==> config.mk <==
export PLATFORM = sky130hd
export DESIGN_NAME = pipeline_stall_ctrl_flat
export DESIGN_NICKNAME = d
export VERILOG_FILES = /design/src/rtl/pipeline_stall_ctrl_pkg.sv /design/src/rtl/pipeline_stall_ctrl_if.sv /design/src/rtl/pipeline_stall_ctrl_sat_counter.sv /design/src/rtl/pipeline_stall_ctrl.sv /design/src/flat_wrapper.sv
export SDC_FILE = /design/constraint.sdc
export NUM_CORES = 1
export LEC_CHECK = 0
export CAP_MARGIN = 15
export CORE_MARGIN = 5
export CORE_UTILIZATION = 32
export CTS_BUF_LIST = sky130_fd_sc_hd__clkbuf_4
export CTS_CLUSTER_SIZE = 25
export DETAILED_ROUTE_END_ITERATION = 6
export MAX_ROUTING_LAYER = met4
export PLACE_DENSITY_LB_ADDON = 0.1
export SLEW_MARGIN = 20
export SYNTH_ARGS = -nofsm -noshare
export SYNTH_HDL_FRONTEND = slang
export SYNTH_HIERARCHICAL = 1
export SYNTH_SLANG_ARGS = --single-unit
export TNS_END_PERCENT = 5
==> constraint.sdc <==
create_clock -name i_clk -period 1.93 [get_ports i_clk]
set_clock_uncertainty 0.2 [all_clocks]
set_input_delay 0.193 -clock i_clk [delete_from_list [all_inputs] [get_ports i_clk]]
set_output_delay 0.193 -clock i_clk [all_outputs]
set_load 0.005 [all_outputs]
==> src/rtl/pipeline_stall_ctrl_pkg.sv <==
// Shared pipeline definitions: stall-controller state encodings, counter
// width default and the register-address width used by the hazard unit.
package pipeline_stall_ctrl_pkg;

  typedef enum logic [1:0] {
    STATE_RUN       = 2'd0,
    STATE_LU_BUBBLE = 2'd1,
    STATE_MEM_HOLD  = 2'd2
  } state_t;

  localparam int CNT_W_DEFAULT = 16;
  localparam int REG_ADDR_W    = 3;

endpackage

==> src/rtl/pipeline_stall_ctrl_if.sv <==
// Hazard inputs and pipeline-register controls of the stall controller.
// The slave side is the controller; the master side is its environment.
interface pipeline_stall_ctrl_if
  import pipeline_stall_ctrl_pkg::*;
#(
  parameter int CNT_W = CNT_W_DEFAULT
);
  logic             i_load_use;
  logic             i_mem_busy;
  logic             i_branch_taken;
  logic             o_pc_write;
  logic             o_ifid_write;
  logic             o_ifid_flush;
  logic             o_idex_write;
  logic             o_idex_bubble;
  logic             o_exmem_write;
  logic [1:0]       o_state;
  logic [CNT_W-1:0] o_stall_cnt;
  logic [CNT_W-1:0] o_flush_cnt;
  logic             o_mem_timeout;

  modport slave (
    input  i_load_use, i_mem_busy, i_branch_taken,
    output o_pc_write, o_ifid_write, o_ifid_flush, o_idex_write,
           o_idex_bubble, o_exmem_write, o_state, o_stall_cnt,
           o_flush_cnt, o_mem_timeout
  );

  modport master (
    output i_load_use, i_mem_busy, i_branch_taken,
    input  o_pc_write, o_ifid_write, o_ifid_flush, o_idex_write,
           o_idex_bubble, o_exmem_write, o_state, o_stall_cnt,
           o_flush_cnt, o_mem_timeout
  );
endinterface

==> src/rtl/pipeline_stall_ctrl_sat_counter.sv <==
// Up-counter that stops at MAX instead of wrapping; clr has priority.
module sat_counter #(
  parameter int           W   = 16,
  parameter logic [W-1:0] MAX = '1
) (
  input  logic         clk,
  input  logic         clr,
  input  logic         inc,
  output logic [W-1:0] cnt
);

  // Count register: clear, else increment until MAX is reached
  always_ff @(posedge clk) begin
    if (clr) begin
      cnt <= '0;
    end else if (inc && (cnt != MAX)) begin
      cnt <= cnt + 1'b1;
    end
  end

endmodule

==> src/rtl/pipeline_stall_ctrl.sv <==
// Pipeline stall/flush controller: turns load-use, mem-busy and
// branch-taken hazards into per-stage write/flush/bubble enables with
// zero latency, bounds load-use stalls to one bubble per load and keeps
// saturating stall/flush counters plus a sticky mem-busy timeout.
module pipeline_stall_ctrl
  import pipeline_stall_ctrl_pkg::*;
#(
  parameter int CNT_W        = CNT_W_DEFAULT,
  parameter int MEM_HOLD_MAX = 255
) (
  input  logic i_clk,
  input  logic i_rst,
  pipeline_stall_ctrl_if.slave bus
);

  localparam logic [7:0] HOLD_MAX  = 8'(MEM_HOLD_MAX);
  localparam logic [7:0] HOLD_LAST = 8'(MEM_HOLD_MAX - 1);

  logic [1:0] state_q;
  logic [1:0] state_d;
  logic       pc_write;
  logic       ifid_write;
  logic       ifid_flush;
  logic       idex_write;
  logic       idex_bubble;
  logic       exmem_write;
  logic       stall_inc;
  logic       flush_inc;
  logic       hold_inc;
  logic       hold_clr;
  logic [7:0] hold_cnt;
  logic       timeout_q;

  // State register
  always_ff @(posedge i_clk) begin
    if (i_rst) begin
      state_q <= STATE_RUN;
    end else begin
      state_q <= state_d;
    end
  end

  // Prioritised hazard decode: stage enables and next state
  always_comb begin
    pc_write    = 1'b1;
    ifid_write  = 1'b1;
    ifid_flush  = 1'b0;
    idex_write  = 1'b1;
    idex_bubble = 1'b0;
    exmem_write = 1'b1;
    state_d     = STATE_RUN;
    if (i_rst) begin
      pc_write    = 1'b0;
      ifid_write  = 1'b0;
      ifid_flush  = 1'b1;
      idex_bubble = 1'b1;
    end else if (bus.i_mem_busy) begin
      // Whole pipe frozen; a branch in EX re-presents after release
      pc_write    = 1'b0;
      ifid_write  = 1'b0;
      idex_write  = 1'b0;
      exmem_write = 1'b0;
      state_d     = STATE_MEM_HOLD;
    end else if (bus.i_branch_taken) begin
      // Wrong-path instructions squashed; a concurrent load-use dies with them
      ifid_flush  = 1'b1;
      idex_bubble = 1'b1;
    end else if (bus.i_load_use && (state_q != STATE_LU_BUBBLE)) begin
      // One bubble per load; afterwards the load sits in MEM and forwards
      pc_write    = 1'b0;
      ifid_write  = 1'b0;
      idex_bubble = 1'b1;
      state_d     = STATE_LU_BUBBLE;
    end
    if (state_q == 2'd3) begin
      state_d = STATE_RUN;
    end
  end

  assign stall_inc = !i_rst && !pc_write;
  assign flush_inc = !i_rst && ifid_flush;
  assign hold_inc  = !i_rst && bus.i_mem_busy;
  assign hold_clr  = i_rst || !bus.i_mem_busy;

  sat_counter #(.W(CNT_W)) u_stall_cnt (
    .clk (i_clk),
    .clr (i_rst),
    .inc (stall_inc),
    .cnt (bus.o_stall_cnt)
  );

  sat_counter #(.W(CNT_W)) u_flush_cnt (
    .clk (i_clk),
    .clr (i_rst),
    .inc (flush_inc),
    .cnt (bus.o_flush_cnt)
  );

  sat_counter #(.W(8), .MAX(HOLD_MAX)) u_hold_cnt (
    .clk (i_clk),
    .clr (hold_clr),
    .inc (hold_inc),
    .cnt (hold_cnt)
  );

  // Sticky timeout: set on the edge where the busy run reaches the limit
  always_ff @(posedge i_clk) begin
    if (i_rst) begin
      timeout_q <= 1'b0;
    end else if (hold_inc && (hold_cnt >= HOLD_LAST)) begin
      timeout_q <= 1'b1;
    end
  end

  assign bus.o_pc_write    = pc_write;
  assign bus.o_ifid_write  = ifid_write;
  assign bus.o_ifid_flush  = ifid_flush;
  assign bus.o_idex_write  = idex_write;
  assign bus.o_idex_bubble = idex_bubble;
  assign bus.o_exmem_write = exmem_write;
  assign bus.o_state       = state_q;
  assign bus.o_mem_timeout = timeout_q;

endmodule

==> src/flat_wrapper.sv <==
// flat-port wrapper written by rule: the top's interface ports become plain ports
module pipeline_stall_ctrl_flat import pipeline_stall_ctrl_pkg::*;
#(
  parameter int CNT_W        = CNT_W_DEFAULT,
  parameter int MEM_HOLD_MAX = 255
)
  (i_clk, i_rst, bus_i_load_use, bus_i_mem_busy, bus_i_branch_taken, bus_o_pc_write, bus_o_ifid_write, bus_o_ifid_flush, bus_o_idex_write, bus_o_idex_bubble, bus_o_exmem_write, bus_o_state, bus_o_stall_cnt, bus_o_flush_cnt, bus_o_mem_timeout);
  pipeline_stall_ctrl_if #(.CNT_W(CNT_W)) bus_i ();
  input  logic i_clk;
  input  logic i_rst;
  input wire logic [$bits(bus_i.i_load_use)-1:0] bus_i_load_use;
  input wire logic [$bits(bus_i.i_mem_busy)-1:0] bus_i_mem_busy;
  input wire logic [$bits(bus_i.i_branch_taken)-1:0] bus_i_branch_taken;
  output wire logic [$bits(bus_i.o_pc_write)-1:0] bus_o_pc_write;
  output wire logic [$bits(bus_i.o_ifid_write)-1:0] bus_o_ifid_write;
  output wire logic [$bits(bus_i.o_ifid_flush)-1:0] bus_o_ifid_flush;
  output wire logic [$bits(bus_i.o_idex_write)-1:0] bus_o_idex_write;
  output wire logic [$bits(bus_i.o_idex_bubble)-1:0] bus_o_idex_bubble;
  output wire logic [$bits(bus_i.o_exmem_write)-1:0] bus_o_exmem_write;
  output wire logic [$bits(bus_i.o_state)-1:0] bus_o_state;
  output wire logic [$bits(bus_i.o_stall_cnt)-1:0] bus_o_stall_cnt;
  output wire logic [$bits(bus_i.o_flush_cnt)-1:0] bus_o_flush_cnt;
  output wire logic [$bits(bus_i.o_mem_timeout)-1:0] bus_o_mem_timeout;
  assign bus_i.i_load_use = bus_i_load_use;
  assign bus_i.i_mem_busy = bus_i_mem_busy;
  assign bus_i.i_branch_taken = bus_i_branch_taken;
  assign bus_o_pc_write = bus_i.o_pc_write;
  assign bus_o_ifid_write = bus_i.o_ifid_write;
  assign bus_o_ifid_flush = bus_i.o_ifid_flush;
  assign bus_o_idex_write = bus_i.o_idex_write;
  assign bus_o_idex_bubble = bus_i.o_idex_bubble;
  assign bus_o_exmem_write = bus_i.o_exmem_write;
  assign bus_o_state = bus_i.o_state;
  assign bus_o_stall_cnt = bus_i.o_stall_cnt;
  assign bus_o_flush_cnt = bus_i.o_flush_cnt;
  assign bus_o_mem_timeout = bus_i.o_mem_timeout;
  pipeline_stall_ctrl #(.CNT_W(CNT_W), .MEM_HOLD_MAX(MEM_HOLD_MAX)) u_core (.i_clk(i_clk), .i_rst(i_rst), .bus(bus_i));
endmodule
# [Yosys cells after proc, flatten, opt, wreduce, memory -nomap -nowiden]
# Cells that the tools add are included.
[word_totals] out_inout_bits=41 elab_cells=45 regBits=43 input_bits=5
[op_classes] order_cmp=1 add_sub_neg=3 n_eq_ne=5 reduce_logical=14 mux=16
[ops] op="adder 16 x 1 -> 16 bit (second input constant)" count=2
[ops] op="inequality test 16 bit (second input constant)" count=2
[ops] op="two-way mux 1 bit" count=14
[ops] op="adder 8 x 1 -> 8 bit (second input constant)" count=1
[ops] op=">= comparator 8 bit (second input constant)" count=1
[ops] op="logical AND 1 bit" count=8
[ops] op="inequality test 8 bit (second input constant)" count=1
[ops] op="two-way mux 2 bit" count=2
[ops] op="OR reduction 4 bit" count=1
[ops] op="zero test 1 bit" count=3
[ops] op="equality test 2 bit (second input constant)" count=1
[ops] op="inequality test 2 x 1 -> 1 bit (second input constant)" count=1
[ops] op="OR reduction 2 bit" count=1
[ops] op="logical OR 1 bit" count=1

# [Logic depth before layout (Yosys ltp)]
# Gate-level depths: netlist of the first run.
[logic_depth] depth_word=9 mapped_depth=7 depth_no_buf=7

# [Modules after synthesis]
# The synthesis of the first run kept the hierarchy.
[modules_own_cells] module="sat_counter at u_core.u_flush_cnt ..." area_each_um2=848.3 cells_each=99 seq_area_each_um2=320.3 instances=2
[modules_own_cells] module="sat_counter at u_core.u_hold_cnt" area_each_um2=430.4 cells_each=46 seq_area_each_um2=160.2 instances=1
[modules_own_cells] module="pipeline_stall_ctrl" area_each_um2=197.7 cells_each=24 seq_area_each_um2=60.1 instances=1

# [Least setup slack after synthesis of the first run]
# Ideal clock, no wire load.
[synth_path] kind="reg2reg" start="register u_core.state_q[0] (netlist: u_core/bus.o_state[0])" end="register u_core.u_stall_cnt.cnt[7]" setup_time_ns=0.070 period_less_slack_ns=1.832 setup_slack_ns=0.098 stages_incl_launch_ff=8 required_ns=1.660 t_arrival_ns=1.561 n_path_buf=1 path_cell_list="dfxtp_1 > inv_1 > o21ai_1 > a21boi_2 > nand2_1 > clkbuf_1 > or4_1 > a21oi_1"
[synth_via] elab_chain_len=9
[synth_rtl] item="from (decl)" line="pipeline_stall_ctrl.sv:19" source="logic [1:0] state_q;"
[synth_rtl] item="from (signal assigned)" line="pipeline_stall_ctrl.sv:39" source="state_q <= state_d;"
[synth_rtl] item="inequality test 2 x 1 -> 1 bit" line="pipeline_stall_ctrl.sv:68" source="end else if (bus.i_load_use && (state_q != STATE_LU_BUBBLE)) begin"
[synth_rtl] item="logical AND 1 bit" line="pipeline_stall_ctrl.sv:68"
[synth_rtl] item="two-way mux 1 bit" line="pipeline_stall_ctrl.sv:68"
[synth_rtl] item="two-way mux 1 bit" line="pipeline_stall_ctrl.sv:64" source="end else if (bus.i_branch_taken) begin"
[synth_rtl] item="two-way mux 1 bit" line="pipeline_stall_ctrl.sv:57" source="end else if (bus.i_mem_busy) begin"
[synth_rtl] item="two-way mux 1 bit" line="pipeline_stall_ctrl.sv:52" source="if (i_rst) begin"
[synth_rtl] item="zero test 1 bit" line="pipeline_stall_ctrl.sv:80" source="assign stall_inc = !i_rst && !pc_write;"
[synth_rtl] item="logical AND 1 bit" line="pipeline_stall_ctrl.sv:80"
[synth_rtl] item="named net u_core.stall_inc" line="pipeline_stall_ctrl.sv:27" source="logic stall_inc;"
[synth_rtl] item="logical AND 1 bit" line="pipeline_stall_ctrl_sat_counter.sv:16" source="end else if (inc && (cnt != MAX)) begin"
[synth_rtl] item="to (signal assigned)" line="pipeline_stall_ctrl_sat_counter.sv:17" source="cnt <= cnt + 1'b1;"
[synth_rtl] item="to (decl)" line="pipeline_stall_ctrl_sat_counter.sv:9" source="output logic [W-1:0] cnt"
# The timed path passes the listed nets, and every way through them passes these cells.
# A chain may end at the register's enable or synchronous reset.

# [Worst setup path in the final report of the first run]
# Same ends and word-level chain as after synthesis.

==> results of run 1 <==
-- path summary, 6_finish.rpt --
| check | slack [ns] | end | cells past startpoint |
|---|---|---|---|
| hold / removal | 0.06 | u_core/bus.o_state[0] | 3 |
| hold reg to reg | 0.26 | u_core/bus.o_state[1] | 1 |
| setup reg to reg | 0.06 | u_core/u_stall_cnt/cnt[7] | 8 |
| setup / recovery | 0.06 | u_core/u_stall_cnt/cnt[7] | 8 |
-- cell families after synthesis --
family,count (synthesis),share of synthesized area
fa+ha+maj,3,0.01615
flops,43,0.3703
mux,6,0.02906
buf+inv,23,0.04467
xor+xnor,4,0.01507
simple gates,121,0.3310
compound gates,68,0.1938
-- Yosys cell counts, types with 3 or more instances --
master,count
nor4_1,4
nor3_1,10
mux2i_1,3
nand3_1,15
ha_1,3
xnor2_1,4
inv_1,11
and3_1,3
o21a_1,3
or4_1,14
a21oi_1,26
o21ai_0,9
nand2_1,17
dfxtp_1,43
or3_1,6
and4_1,8
nor2_1,15
o31ai_1,12
clkbuf_1,4
nand4_1,9
nor2b_1,4
-- worst min-delay path, stage by stage --
cell,delay (ns)
dlymetal6s2s_1,0.16
nor2_1,0.06
and3_1,0.17
-- per-stage QoR --
| stage | hold WS (ns) | setup TNS (ns) | worst slack (ns) |
|---|---|---|---|
| after detailed placement | 0.2607 | -8.215 | -0.3687 |
| after global routing | 0.07347 | -0.1952 | -0.04878 |
| after CTS | 0.1468 | 0 | 0.007806 |
| after global placement | 0.2553 | -7.762 | -0.3212 |
| after floorplan | 0.09837 | 0 | 0.09832 |
| final | 0.06146 | 0 | 0.05667 |
-- repair_timing --
| action | in CTS | in global routing |
|---|---|---|
| setup buffers | 1 | 0 |
| pin swaps | 1 | 3 |
| resized for setup | 7 | 12 |
| gates cloned | 0 | 0 |
| setup endpoints to repair | 5 | 19 |
-- cell type report --
cell class / count / area, um^2
fill: 713 / 3734
multi-input combinational: 202 / 1399
timing repair buffer: 105 / 900.9
sequential: 43 / 868.3
tap: 99 / 123.9
clock inverter: 2 / 60.06
clock buffer: 6 / 45.04
inverter: 12 / 45.04
-- power by group --
part	switching [W]	internal (W)	leakage, nW	total, W
combinational	0.0000586	0.0000698	0.872	0.000128
sequential	0.00000506	0.000894	0.350	0.000899
clock	0.000301	0.000418	0.0559	0.000720
-- metal layers --
layer  vias to the layer above  routed length (um)  GRT usage
li1                       1234                   -          -
met1                      1102                3009     0.1907
met2                        46                2758     0.2198
met3                         6                 260    0.02999
met4                         0                  59    0.03966
met5                         -                   0          -
-- flip-flops by register name, indices dropped and copies added, names as in the netlist --
| signal | flops |
|---|---|
| u_core/bus.o_mem_timeout | 1 |
| u_core/bus.o_state | 2 |
| u_core/u_hold_cnt/cnt | 8 |
| u_core/u_flush_cnt/cnt | 16 |
| u_core/u_stall_cnt/cnt | 16 |
==> summary.md, run 1 <==
| Metric | Value |
|---|---|
| Number of cells in the finished layout apart from fillers | 469 |
| Avg Cell Area, Syn | 8.674 um^2 |
| Drt pass-1 iters | 4 |
| Antenna Diode Count | 0 |
| First-pass GRT wire length | 10.15 mm |
| Initial antenna violation count | 0 |
| Total Routed Length | a little over 6 mm |
| Relative slew slack | 0.6980 |
| Portion of the post-synthesis area used by sequential elements | 0.3703 |
| Die width | 95.24 um |
| # Max-Cap Violations | 0 |
| Post-synth top area cell | dfxtp_1 |
| Crit Path Category | flop to flop |
| Insertion delay to the later sink of the worst-skew pair | 0.35 ns |
| Launch instance of the worst register-to-register path | u_core/bus.o_state[0] |
| Root Buffer Master | clkbuf_4 |
| Syn Std Cell Area | approximately 2300 um^2 |
| Worst EP arrival | around 2 ns |
| Slew at the pin with the worst max-slew slack | 0.4471 ns |
| Global placement routability congestion | 0.7682 |
| Total number of vias | 2,388 |
| Post-synth net total | 276 |
| Min-Delay Startpoint | bus_i_branch_taken |
| CTS tree | yes |
| Number of cells produced by synthesis | 268 |
| Final #Nets | 377 |
| Routed wire per std cell | ~13 um |
| Most common cell after layout, fill and taps aside | buf_4 |
| Predominant post-synthesis flop cell | dfxtp_1 |
| Cell mode on critical path | buf_4 |
| Power, Total | ~0.0017 W |
| Number of placed cells counting well taps | 460 |
| Total Die Area | 9070 um^2 |
| Clk sinks | 43 |
| Area contributors post-synth | dfxtp_1 (37%), a21oi_1 (5.6%), or4_1 (4.5%) |
| Cell area after placement | roughly 3300 um^2 |
| Min Clock Period, post-route | roughly 1.9 ns |
| Worst-path clk slew | 0.12 ns |
| Number of distinct library cells after synthesis | between 50 and 60 |
| Number of buffers on the longest clock path | 2 |
| Seq cells post-synth | 43 |
| Setup-failing EPs final | 0 |
| DP Wirelength | 4.438 mm |
| Class of the worst hold path | input pin to flop |
| Leakage component of the power | 1.277 nW |
| Worst path top cell family by delay | simple AND/OR/NAND/NOR gates |
| Data required time at the worst endpoint | 2.01 ns |
| Slowest stage delay, CP | 0.46 ns |
| Highest-delay cell along the critical path | or4_1 |
| CTS H-Tree Depth | 2 |
| Max Slew Vio Count | 0 |
| Synth Warn # | 6 |
| Share of the synthesized area in the top cell type | 0.3703 |
| Overall global routing resource usage | 0.1433 |
| Cell row count | 31 |
| Antenna Nets Post-Route | 0 |
| Worst setup EP type | flop |
| IR drop worst, VDD | 0.0002805 V |
| Overall overflow remaining after global route | 0 |
| Highest-count cells in the layout ignoring fill and taps | buf_4 (60), clkdlybuf4s50_1 (39), dfxtp_1 (37) |
| Cells along the critical path | inv_1 > o21ai_2 > buf_4 > a21boi_4 > nand2_1 > buf_4 > or4_1 > a21oi_1 |
| Result of the run | complete, no violations |
| Share of async-settable or async-resettable flops after synthesis | 0 |
| Total CTS buffers | 5 |
| Fin crit share | 0.9706 |
| Power density over cell area | 507.7 nW/um^2 |
| Core region area | 7176 um^2 |
| Final core occ | 0.4797 |
| Initial core utilization | 0.3240 |
| Number of buffer cells added on primary ports | 45 |
| Number of enable-type register cells in the synthesized netlist | 0 |
| RSZ-0062 raised after global routing | true |
| Number of global-route vias before repair | 2,198 |
| Largest fanout on the critical path | 9 |
| Layout Area Growth over Synthesis | 48.06% |
| Final instance area | about 3400 um^2 |
| Origin of the worst setup path | u_core/bus.o_state[0] |
| Boundary pin count | 46 |
| Starting DRC count in detailed routing | 150 |
| Via count normalized by instance count | 5.092 |
| Number of buffers and inverters on the critical path | 3 |
| Largest net degree at the start of global routing | 35 |
| Y dimension of the die | 95.24 um |
| Number of hold buffers added after CTS | 0 |
| Total count of hold-check failures in the final report | 0 |
| Startpoint type of the worst setup path | flop |
| Achievable frequency | 0.5338 GHz |
| Post-route DRC | 0 |
| Fraction of final layout cells sized beyond drive strength 1 | 0.2649 |
Power figures use the tool's default switching activity.
==> run 2, diff against run 1 <==
==> constraint.sdc (replaced) <==
create_clock -name i_clk -period 1.99 [get_ports i_clk]
set_clock_uncertainty 0.2 [all_clocks]
set_input_delay 0.199 -clock i_clk [delete_from_list [all_inputs] [get_ports i_clk]]
set_output_delay 0.199 -clock i_clk [all_outputs]
set_load 0.005 [all_outputs]
==> run 2 against run 1 <==
- worst setup slack improved by 0.022 ns
- cell count decreased by 0.64%
- fmax decreased by 2.0%
- via count decreased by 1.6%
- clock power decreased by 23%
- count of clock-buffer cells in the layout decreased by 1
- cell area decreased by 1.9%
- non-clock buffer count decreased by 3
- global-route usage about the same
- sequential power decreased by 2.8%
- combinational power decreased by 5%
- critical path type unchanged
==> summary.md, run 2 (synthesis results as in run 1) <==
| Metric | Value |
|---|---|
| Max Slew Vio Count | 0 (unchanged) |
| Most common cell after layout, fill and taps aside | buf_4 |
| RSZ-0062 raised after global routing | false |
| Achievable frequency | 0.5231 GHz (-2.0%) |
| Via count normalized by instance count | 5.043 (-0.96%) |
| Largest net degree at the start of global routing | 35 (unchanged) |
| Core region area | 7176 um^2 (unchanged) |
| Clk sinks | 43 (unchanged) |
| Post-route DRC | 0 (unchanged) |
| Cell area after placement | 3261 um^2 (-0.69%) |
| Root Buffer Master | clkbuf_4 |
| Total count of hold-check failures in the final report | 0 (unchanged) |
| Initial antenna violation count | 0 (unchanged) |
| Class of the worst hold path | input pin to flop |
| Final instance area | 3377 um^2 (-1.9%) |
| Crit Path Category | flop to flop |
| Number of buffer cells added on primary ports | 45 (unchanged) |
| Boundary pin count | 46 (unchanged) |
| Number of global-route vias before repair | 2,272 (+3.4%) |
| Total CTS buffers | 5 (unchanged) |
| Overall global routing resource usage | 0.1433 (about the same) |
| # Max-Cap Violations | 0 (unchanged) |
| Data required time at the worst endpoint | 2.08 ns (+0.07 ns) |
| Setup Total Neg Slack | 0 ns (unchanged) |
| Largest registers | u_core/u_flush_cnt/cnt x16, u_core/u_stall_cnt/cnt x16, u_core/u_hold_cnt/cnt x8 |
| First-pass GRT wire length | 10.30 mm (+1.5%) |
| Final #Nets | 374 (-0.80%) |
| Worst-path clk slew | 0.14 ns (+0.02 ns) |
| Worst Reg-to-Reg Cells | 4 (-4) |
| IR drop worst, VDD | 0.0002119 V (-24%) |
| Die width | 95.24 um (unchanged) |
| Result of the run | complete, no violations |
| Y dimension of the die | 95.24 um (unchanged) |
| Largest fanout on the critical path | 4 (-5) |
| Total Routed Length | 6.135 mm (+0.79%) |
| Antenna Nets Post-Route | 0 (unchanged) |
| Fraction of final layout cells sized beyond drive strength 1 | 0.2480 (-0.01691) |
| Setup-failing EPs final | 0 (unchanged) |
| Routed wire per std cell | 13.17 um (+1.4%) |
| Power density over cell area | 459.8 nW/um^2 (-9.4%) |
| Highest-count cells in the layout ignoring fill and taps | buf_4 (57), clkdlybuf4s50_1 (40), dfxtp_1 (38) |
| Worst setup EP type | flop |
| Fin crit share | 0.9607 (-0.009955) |
| Initial core utilization | 0.3240 (unchanged) |
| CTS tree | yes |
| CTS H-Tree Depth | 2 (unchanged) |
| Slew at the pin with the worst max-slew slack | 0.6319 ns (+0.1848 ns) |
| Min Clock Period, post-route | 1.912 ns (+0.03843 ns) |
| Number of buffers on the longest clock path | 2 (unchanged) |
| Overall overflow remaining after global route | 0 (unchanged) |
| Cell row count | 31 (unchanged) |
| Total Die Area | 9070 um^2 (unchanged) |
| Worst hold margin | 0.04244 ns (-0.01902 ns) |
| Insertion delay to the later sink of the worst-skew pair | 0.36 ns (about the same) |
| Global placement routability congestion | 0.7951 (+3.5%) |
| Relative slew slack | 0.5732 (-0.1248) |
| Layout Area Growth over Synthesis | 45.26% |
| Drt pass-1 iters | 4 (unchanged) |
| DP Wirelength | 4.460 mm (+0.50%) |
| Number of hold buffers added after CTS | 0 (unchanged) |
| Leakage component of the power | 1.246 nW (-2.5%) |
| Total number of vias | 2,350 (-1.6%) |
| Instance count along the most critical hold path | 3 (unchanged) |
| Antenna Diode Count | 0 (unchanged) |
| Worst EP arrival | 2.00 ns (+0.04 ns) |
| Startpoint type of the worst setup path | flop |
| Starting DRC count in detailed routing | 81 (-46%) |
[run 2: final timing paths]
kind | endpoint | slack, ns | start
max | u_core/u_flush_cnt/cnt[15] | 0.08 | u_core/u_flush_cnt/cnt[11]
min | u_core/bus.o_mem_timeout | 0.04 | i_rst
max reg2reg | u_core/u_flush_cnt/cnt[15] | 0.08 | u_core/u_flush_cnt/cnt[11]
min reg2reg | u_core/bus.o_state[1] | 0.26 | u_core/bus.o_state[1]
[run 2: final cells by class]
class                      instances  area, um^2
clock buffer                       5       37.54
clock inverter                     3       38.79
fill                             720        3799
inverter                          12       45.04
multi-input combinational        202        1385
sequential                        43       867.1
tap                               99       123.9
timing repair buffer             102       879.6
[run 2: through the flow]
stage / std cells / setup WS (ns) / power (W) / utilization
finish: 466 / 0.07825 / 0.001553 / 0.4706
CTS: 466 / 0.03249 / 0.001585 / 0.4664
global placement: 457 / -0.2728 / 0.001012 / 0.4544
detailed placement: 457 / -0.2909 / 0.001013 / 0.4544
floorplan: 268 / 0.1583 / 0.0009405 / -
global route: 466 / 0.002402 / 0.001622 / 0.4706
[run 2: power breakdown]
part | switching [W] | total [W] | internal, W
sequential | 0.00000590 | 0.000874 | 0.000868
combinational | 0.0000553 | 0.000121 | 0.0000659
clock | 0.000299 | 0.000558 | 0.000259
total | 0.000360 | 0.00155 | 0.00119
[run 2: layer usage]
metal	share of wire	vias up	GRT usage
met2	0.43	47	0.2128
met5	0	-	-
li1	-	1216	-
met1	0.51	1080	0.1942
met4	0.012	0	0.04688
met3	0.043	7	0.02920
[run 2: worst max-delay path: stages, from the launching register on]
cell and delay (ns):
dfxtp_1 0.38, nand3_1 0.15, or4_1 0.55, or4_1 0.43, a21oi_1 0.15
[run 2: repair_timing]
action | in CTS | in global routing
gates resized for setup | 6 | 9
pin swaps | 1 | 0
setup endpoints to repair | 3 | 12
setup buffers | 1 | 0
==> run 3, diff against run 2 <==
--- a/config.mk
+++ b/config.mk
@@ -11,8 +11,10 @@
 export CTS_BUF_LIST = sky130_fd_sc_hd__clkbuf_4
 export CTS_CLUSTER_SIZE = 25
 export DETAILED_ROUTE_END_ITERATION = 6
+export GPL_ROUTABILITY_DRIVEN = 0
 export MAX_ROUTING_LAYER = met4
 export PLACE_DENSITY_LB_ADDON = 0.1
+export SKIP_CTS_REPAIR_TIMING = 1
 export SLEW_MARGIN = 20
 export SYNTH_ARGS = -nofsm -noshare
 export SYNTH_HDL_FRONTEND = slang
==> run 3 against run 2 <==
- combinational power is essentially flat
- cell count is the same
- sequential power is essentially flat
- total power is essentially flat
- die area is the same
- flip-flop and latch count is the same
- fmax grew 0.14%
- register-to-register slack is essentially flat
- clock power is essentially flat
- via count grew 0.34%
- worst hold slack gained 0.018 ns
- worst setup slack gained 0.0026 ns
==> summary.md, run 3 (synthesis results as in run 1) <==
| Metric | Value |
|---|---|
| Gr busiest metal | met2 |
| Overall global routing resource usage | 0.1426 (-0.0006798) |
| Total Die Area | 9070 um^2 (unchanged) |
| Fin crit share | 0.9594 (-0.001318) |
| Initial antenna violation count | 0 (unchanged) |
| Net switching share of the total power | 0.2318 (about the same) |
| Highest-count cells in the layout ignoring fill and taps | buf_4 (57), clkdlybuf4s50_1 (40), dfxtp_1 (38) |
| Total Routed Length | 6.138 mm (about the same) |
| Highest-delay cell along the critical path | or4_1 |
| Slowest stage delay, CP | 0.55 ns (about the same) |
| Antenna Diode Count | 0 (unchanged) |
| Via count normalized by instance count | 5.060 (+0.34%) |
| Met2 track demand over resource in global routing | 0.2105 (-0.002332) |
| Boundary pin count | 46 (unchanged) |
| Worst EP arrival | 2.00 ns (about the same) |
| Fraction of final layout cells sized beyond drive strength 1 | 0.2507 (+0.002725) |
| Drt pass-1 iters | 4 (unchanged) |
| Cells along the critical path | nand3_1 > or4_1 > or4_1 > a21oi_1 |
| Min Clock Period, post-route | 1.909 ns (-0.002623 ns) |
| Worst setup slack after placement | -0.2909 ns (unchanged) |
| Y dimension of the die | 95.24 um (unchanged) |
| Share of power burned in registers | 0.562 (about the same) |
| Overall overflow remaining after global route | 0 (unchanged) |
| Final #Nets | 374 (unchanged) |
| Worst hold margin | 0.06080 ns (+0.01836 ns) |
| Routed wire per std cell | 13.17 um (about the same) |
| Cell area after placement | 3261 um^2 (unchanged) |
| Largest registers | u_core/u_flush_cnt/cnt x16, u_core/u_stall_cnt/cnt x16, u_core/u_hold_cnt/cnt x8 |
| Worst setup EP type | flop |
| Final core occ | 0.4715 (+0.0008720) |
| Post-route DRC | 0 (unchanged) |
| CTS tree | yes |
| Data required time at the worst endpoint | 2.08 ns (about the same) |
| RSZ-0062 raised after global routing | false |
| Die width | 95.24 um (unchanged) |
| Number of cells in the finished layout apart from fillers | 466 (unchanged) |
| Class of the worst hold path | input pin to flop |
| # Max-Cap Violations | 0 (unchanged) |
| Reported net switching power | 0.0003600 W (about the same) |
| Startpoint type of the worst setup path | flop |
| Achievable frequency | 0.5238 GHz (+0.14%) |
| Number of buffers on the longest clock path | 2 (unchanged) |
| Layout Area Growth over Synthesis | 45.53% |
| Initial core utilization | 0.3240 (unchanged) |
| Crit Path Category | flop to flop |
| Portion of total power attributed to the clock network | 0.360 (about the same) |
| Global routing met1 resource utilization | 0.1942 (unchanged) |
| Max Slew Vio Count | 0 (unchanged) |
| IR drop worst, VDD | 0.0002119 V (about the same) |
| Number of placed cells counting well taps | 457 (unchanged) |
| Most common cell after layout, fill and taps aside | buf_4 |
| Cell row count | 31 (unchanged) |
| Fraction of power consumed by combinational cells | 0.078 (about the same) |
| Antenna Nets Post-Route | 0 (unchanged) |
| Core region area | 7176 um^2 (unchanged) |
| First-pass GRT wire length | 10.26 mm (-0.40%) |
| CTS H-Tree Depth | 2 (unchanged) |
| Worst-path clk slew | 0.14 ns (about the same) |
| Insertion delay to the later sink of the worst-skew pair | 0.35 ns (about the same) |
| Worst path setup slack after routing | 0.08087 ns (+0.002623 ns) |
| Setup-failing EPs final | 0 (unchanged) |
| DP Wirelength | 4.460 mm (unchanged) |
| Root Buffer Master | clkbuf_4 |
| Number of global-route vias before repair | 2,260 (-0.53%) |
| Power density over cell area | 459.0 nW/um^2 (-0.16%) |
| Global-route met3 utilization | 0.02920 (unchanged) |
| Largest net degree at the start of global routing | 35 (unchanged) |
| Cell internal pwr | 0.001193 W (about the same) |
| Cell mode on critical path | or4_1 |
| Clk sinks | 43 (unchanged) |
| Final instance area | 3383 um^2 (+0.19%) |
| Starting DRC count in detailed routing | 78 (-3.7%) |
| Slew at the pin with the worst max-slew slack | 0.6315 ns (-0.0003635 ns) |
| Largest fanout on the critical path | 4 (unchanged) |
| Relative slew slack | 0.5735 (about the same) |
| Leakage component of the power | 1.270 nW (+2.0%) |
| Total CTS buffers | 5 (unchanged) |
| Result of the run | complete, no violations |
| Total number of vias | 2,358 (+0.34%) |
| Total count of hold-check failures in the final report | 0 (unchanged) |
| Number of buffer cells added on primary ports | 45 (unchanged) |
## run 3: per-stage QoR
step / total power (W) / setup TNS (ns)
6_report: 0.001553 / 0
5_1_grt: 0.001622 / 0
4_1_cts: 0.001585 / -0.3824
3_5_place_dp: 0.001013 / -5.950
3_3_place_gp: 0.001012 / -5.725
2_1_floorplan: 0.0009405 / 0
## run 3: metal layers
metal / part of all wire / wire [um]
met1: 0.51 / 3149
met2: 0.43 / 2648
met3: 0.044 / 268
met4: 0.012 / 72
met5: 0 / 0
## run 3: power groups by stage
| stage | logic [W] | registers (W) | clock network (W) |
|---|---|---|---|
| floorplan | 0.0000479 | 0.000893 | 0 |
| global placement | 0.000121 | 0.000892 | 0 |
| detailed placement | 0.000121 | 0.000892 | 0 |
| CTS | 0.000121 | 0.000873 | 0.000591 |
| global route | 0.000133 | 0.000875 | 0.000614 |
| finish | 0.000121 | 0.000874 | 0.000558 |
## run 3: final timing paths
path                              startpoint                    endpoint  slack, ns  cells past startpoint
setup / recovery  u_core/u_flush_cnt/cnt[11]  u_core/u_flush_cnt/cnt[15]       0.08                      4
hold / removal                         i_rst    u_core/bus.o_mem_timeout       0.06                      3
setup reg to reg  u_core/u_flush_cnt/cnt[11]  u_core/u_flush_cnt/cnt[15]       0.08                      4
hold reg to reg        u_core/bus.o_state[1]       u_core/bus.o_state[1]       0.26                      1
## run 3: worst max-delay path, delay by kind of cell, from the launching register on
family | cells | cell delay [ns]
DFF | 1 | 0.38
and+or+nand+nor | 3 | 1.13
AOI/OAI and AO/OA | 1 | 0.15
## run 3: area by class of cell
cell class                 count  area, um^2
inverter                      12       45.04
tap                           99       123.9
sequential                    43       867.1
clock buffer                   5       37.54
fill                         719        3792
multi-input combinational    202        1380
timing repair buffer         102       890.9
clock inverter                 3       38.79
